--- src/rtl/pc_sequencer.sv ---
// rtl/pc_sequencer.sv - multi-cycle program counter sequencing FSM
// Drives PC write enable/value, fetch requests, interrupt entry and return.
module pc_sequencer #(
    parameter logic [15:0] RESET_VECTOR = 16'h0000,
    parameter logic [15:0] IRQ_VECTOR   = 16'h0010,
    parameter logic [15:0] PC_INC       = 16'd2
) (
    input  logic        CLK,
    input  logic        RST,
    input  logic [15:0] input_PCC_pc,
    input  logic        input_PCC_mem_ready,
    input  logic [1:0]  input_PCC_kind,
    input  logic        input_PCC_ret,
    input  logic [15:0] input_PCC_target,
    input  logic        input_PCC_branch_taken,
    input  logic        input_PCC_stall,
    input  logic        input_PCC_irq,
    output logic        output_PCC_PCWrite,
    output logic [15:0] output_PCC_newPC,
    output logic        output_PCC_fetch_req,
    output logic [15:0] output_PCC_epc,
    output logic        output_PCC_in_isr,
    output logic        output_PCC_halted,
    output logic [2:0]  output_PCC_state
);

    localparam logic [2:0] S_INIT    = 3'd0;
    localparam logic [2:0] S_FETCH   = 3'd1;
    localparam logic [2:0] S_DECODE  = 3'd2;
    localparam logic [2:0] S_EXECUTE = 3'd3;
    localparam logic [2:0] S_UPDATE  = 3'd4;
    localparam logic [2:0] S_HALT    = 3'd5;

    logic [2:0]  state_q, state_d;
    logic [15:0] target_q, target_d;
    logic [15:0] next_pc_q, next_pc_d;
    logic [15:0] epc_q, epc_d;
    logic        in_isr_q, in_isr_d;
    logic        ret_q, ret_d;
    logic [1:0]  kind_q, kind_d;

    logic        take_irq;
    logic [15:0] seq_pc;

    assign take_irq = input_PCC_irq & ~in_isr_q;
    assign seq_pc   = input_PCC_pc + PC_INC;

    always_comb begin
        state_d   = state_q;
        target_d  = target_q;
        next_pc_d = next_pc_q;
        epc_d     = epc_q;
        in_isr_d  = in_isr_q;
        ret_d     = ret_q;
        kind_d    = kind_q;
        case (state_q)
            S_INIT:  state_d = S_FETCH;
            S_FETCH: if (input_PCC_mem_ready) state_d = S_DECODE;
            S_DECODE: begin
                target_d = input_PCC_target;
                ret_d    = input_PCC_ret;
                kind_d   = input_PCC_kind;
                if (!input_PCC_ret && input_PCC_kind == 2'b11) state_d = S_HALT;
                else                                            state_d = S_EXECUTE;
            end
            S_EXECUTE: begin
                if (ret_q) begin
                    next_pc_d = epc_q;
                end else begin
                    case (kind_q)
                        2'b01:   next_pc_d = input_PCC_branch_taken ? target_q : seq_pc;
                        2'b10:   next_pc_d = target_q;
                        default: next_pc_d = seq_pc;
                    endcase
                end
                state_d = S_UPDATE;
            end
            S_UPDATE: begin
                if (!input_PCC_stall) begin
                    state_d = S_FETCH;
                    // An interrupt wins over a pending return; the return address is banked.
                    if (take_irq) begin
                        epc_d    = next_pc_q;
                        in_isr_d = 1'b1;
                    end else if (ret_q) begin
                        in_isr_d = 1'b0;
                    end
                end
            end
            S_HALT: begin
                if (take_irq) begin
                    next_pc_d = seq_pc;
                    ret_d     = 1'b0;
                    state_d   = S_UPDATE;
                end
            end
            default: state_d = S_INIT;
        endcase
    end

    always_ff @(posedge CLK or posedge RST) begin
        if (RST) begin
            state_q   <= S_INIT;
            target_q  <= 16'h0000;
            next_pc_q <= 16'h0000;
            epc_q     <= 16'h0000;
            in_isr_q  <= 1'b0;
            ret_q     <= 1'b0;
            kind_q    <= 2'b00;
        end else begin
            state_q   <= state_d;
            target_q  <= target_d;
            next_pc_q <= next_pc_d;
            epc_q     <= epc_d;
            in_isr_q  <= in_isr_d;
            ret_q     <= ret_d;
            kind_q    <= kind_d;
        end
    end

    assign output_PCC_PCWrite   = (state_q == S_INIT) || (state_q == S_UPDATE && !input_PCC_stall);
    assign output_PCC_newPC     = (state_q == S_INIT) ? RESET_VECTOR :
                                  (state_q == S_UPDATE && take_irq) ? IRQ_VECTOR : next_pc_q;
    assign output_PCC_fetch_req = (state_q == S_FETCH);
    assign output_PCC_epc       = epc_q;
    assign output_PCC_in_isr    = in_isr_q;
    assign output_PCC_halted    = (state_q == S_HALT);
    assign output_PCC_state     = state_q;

endmodule

--- config.mk ---
export PLATFORM = sky130hd
export DESIGN_NAME = pc_sequencer
export DESIGN_NICKNAME = d
export VERILOG_FILES = /design/src/rtl/pc_sequencer.sv
export SDC_FILE = /design/constraint.sdc
export NUM_CORES = 1
export LEC_CHECK = 0
export ABC_CLOCK_PERIOD_IN_PS = 4300
export CORE_MARGIN = 2
export CORE_UTILIZATION = 30
export CTS_CLUSTER_DIAMETER = 80
export CTS_CLUSTER_SIZE = 12
export DETAILED_ROUTE_END_ITERATION = 12
export GPL_TIMING_DRIVEN = 1
export HOLD_SLACK_MARGIN = 0.03
export PLACE_DENSITY_LB_ADDON = 0.2
export SETUP_SLACK_MARGIN = 0.5
export SYNTH_ARGS = -nofsm -noshare
export SYNTH_HDL_FRONTEND = slang
export SYNTH_SLANG_ARGS = --single-unit
--- constraint.sdc ---
create_clock -name CLK -period 4.3 [get_ports CLK]
set_input_delay 0.43 -clock CLK [delete_from_list [all_inputs] [get_ports CLK]]
set_output_delay 0.43 -clock CLK [all_outputs]
set_load 0.02 [all_outputs]
==> results_dict.tcl <==
set metrics [dict create \
    async_flop_share_pct 100.0 \
    io_buffers 79 \
    fmax_mhz 327.6 \
    yosysMostFrequentCell "dfrtp_1" \
    tightest_slew_ns 1.057 \
    fin_crit_sh_pct 70.99 \
    p_total_mw 2.801 \
    ys_seq_elements 55 \
    run_status "completed" \
    clockBufferDepth 2 \
    fillCellCount 1014 \
    wirelength_um 8207 \
    required_ns 3.87 \
    startpoint_type "primary input" \
    cts_tree "yes" \
    grt_pass1_vias 2588 \
    crit_path_end_kind "output port" \
    setup_viol 0 \
    synthCells 284 \
    hold_viol 0 \
    yosys_most_used_dff "dfrtp_1" \
    cts_root_buf "clkbuf_8" \
    cts_setup_buffers 0 \
    vias 2374 \
    drt_drc_violations_left 0 \
    nets 403 \
    synthTopCellsByCount "55 x dfrtp_1, 30 x mux2_2, 30 x nor2_1, 15 x nand2_1, 14 x nor2b_1" \
    clk_pin_slew_ns 0.10 \
    hpwlAfterDp_um 5711 \
    finalMaxSlewViolations 0 \
    num_antenna_cells 0 \
    drive_gt1_share_pct 17.55 \
    grt_use_total_pct 15.61 \
    ios 80 \
    fin_ws_ns 1.248 \
    fin_setup_tns_ns 0 \
    crit_path_max_fanout 9 \
    wl_per_cell_um 16.68 \
    grt_max_degree 38 \
    syn-mean-instance-area_um2 10.78 \
    synth_area_leaders "dfrtp_1 45%, mux2_2 11%, a221oi_2 3.9%, nor2_1 3.7%, a22o_1 3.1%" \
    rsz0062_at_grt "no" \
    first_iter_violations 103 \
    relSlewSlack_pct 29.52 \
    area_delta_synth_final_pct 31.73 \
    die_h_um 105 \
    antenna_found_initial 0 \
    via_per_inst 4.825 \
    dpl_cell_area_um2 3931 \
    ctsHoldBuffers 0 \
    cts_max_level 2 \
    irDropWorstVdd_mv 0.2792 \
    synth_top_area_share_pct 44.97 \
    grt_pass1_wl_um 13550 \
    worstSkewPairLatency_ns 0.32 \
    gp_congestion 0.7506 \
    seq_area_frac_synth_pct 44.97 \
    fin_hold_ws_ns 0.5175 \
    drv_cap 0 \
    critPathKind "in -> out" \
    detail-route-antenna-nets 0 \
    powerDensity_nw_per_um2 694.8 \
    hp-class "reg -> reg" \
    numCtsBuffers 5 \
    die_w_um 105 \
    finalInstanceArea_um2 4031 \
    die-area_um2 11030 \
    critPathArrivalTime_ns 2.62 \
    cts.sinks 55 \
    synth_edf_count 0 \
    fin_crit_ns 3.052 \
    syn-cell-area_um2 3060 \
    overflow 0 \
    yosysTopAreaCell "dfrtp_1" \
    placementRows 36 \
    cts_resized 0 \
    fin_skew_ns 0.009923 \
    syn_nets 329 \
    p_leak_nw 1.648 \
    ys_warn_count 0 \
    dp_slack_ns 1.210 \
    synth_cell_types 49 \
    dr.pass1.iters 4 \
    design.core.area_um2 9819 \
    start_util_pct 31.17 \
]
==> metal layers <==
metal / global-route usage (%) / vias up / share of wire, %
met1: 21.00 / 1145 / 46
met5: 0 / - / 0
met4: 4.762 / 0 / 1.1
met3: 2.121 / 6 / 4.8
met2: 26.02 / 62 / 48
li1: - / 1161 / -
==> stage by stage <==
stage          util [%]  cells
5_1_grt           41.06    492
6_report          41.06    492
3_3_place_gp      40.04    484
4_1_cts           41.06    492
3_5_place_dp      40.04    484
2_1_floorplan         -    284
==> placed cells by master, fill, tap and decap left out, types with 9 or more instances in the layout <==
| cell type | netlist | final |
|---|---|---|
| nand2_1 | 15 | 15 |
| nor2_1 | 30 | 30 |
| mux2_2 | 30 | 30 |
| dfrtp_1 | 55 | 55 |
| o21ai_0 | 11 | 11 |
| inv_1 | 10 | 9 |
| nor2b_1 | 14 | 14 |
| xnor2_1 | 10 | 10 |
| clkdlybuf4s50_1 | 0 | 79 |
| a22o_1 | 11 | 11 |
==> layout make-up <==
| type | count | area, um2 | share of cell area [%] |
|---|---|---|---|
| clock buffer | 8 | 100.1 | 2.483 |
| timing repair buffer | 83 | 820.8 | 20.36 |
| multi-input combinational | 202 | 1526 | 37.86 |
| sequential | 55 | 1376 | 34.14 |
| inverter | 11 | 41.29 | 1.024 |
| tap | 133 | 166.4 | 4.128 |
==> state kept, by name, indices dropped and copies added, names as in the netlist <==
name               flops
kind_q                 2
next_pc_q             16
output_PCC_epc        16
output_PCC_in_isr      1
output_PCC_state       3
ret_q                  1
target_q              16
==> final timing paths <==
check	start	to	slack, ns	depth (start not counted)
worst max-delay path	input_PCC_irq	output_PCC_newPC[11]	1.25	6
max in group asynchronous	RST	target_q[11]$_DFFE_PP0P_	2.98	3
worst max register to register	output_PCC_state[1]$_DFFE_PP0P_	next_pc_q[1]$_DFFE_PP0P_	1.77	5
worst min-delay path	output_PCC_in_isr$_DFFE_PP0P_	output_PCC_in_isr$_DFFE_PP0P_	0.52	2
min in group asynchronous	RST	output_PCC_epc[2]$_DFFE_PP0P_	0.57	2
worst min register to register	output_PCC_in_isr$_DFFE_PP0P_	output_PCC_in_isr$_DFFE_PP0P_	0.52	2
==> worst max-delay path, cell delays in order <==
cell,delay [ns]
clkdlybuf4s50_1,0.48
nand2b_1,0.13
a211oi_2,0.56
buf_4,0.29
and2b_1,0.19
clkdlybuf4s50_1,0.53
==> kinds of logic after synthesis <==
kind of cell,Yosys count,synth area share [%]
simple gates,96,17.25
buf+inv,27,5.151
xor+xnor,13,3.720
fa+ha+maj,4,1.635
compound gates,58,15.86
flops,55,44.97
mux,31,11.41
==> where the power goes <==
| group | leakage [nW] | switching, mW | internal [mW] |
|---|---|---|---|
| sequential | 0.678 | 0.229 | 0.750 |
| combinational | 0.919 | 0.783 | 0.718 |
| clock | 0.0515 | 0.172 | 0.148 |
| total | 1.65 | 1.18 | 1.62 |
(Power assumes the default switching activity.)
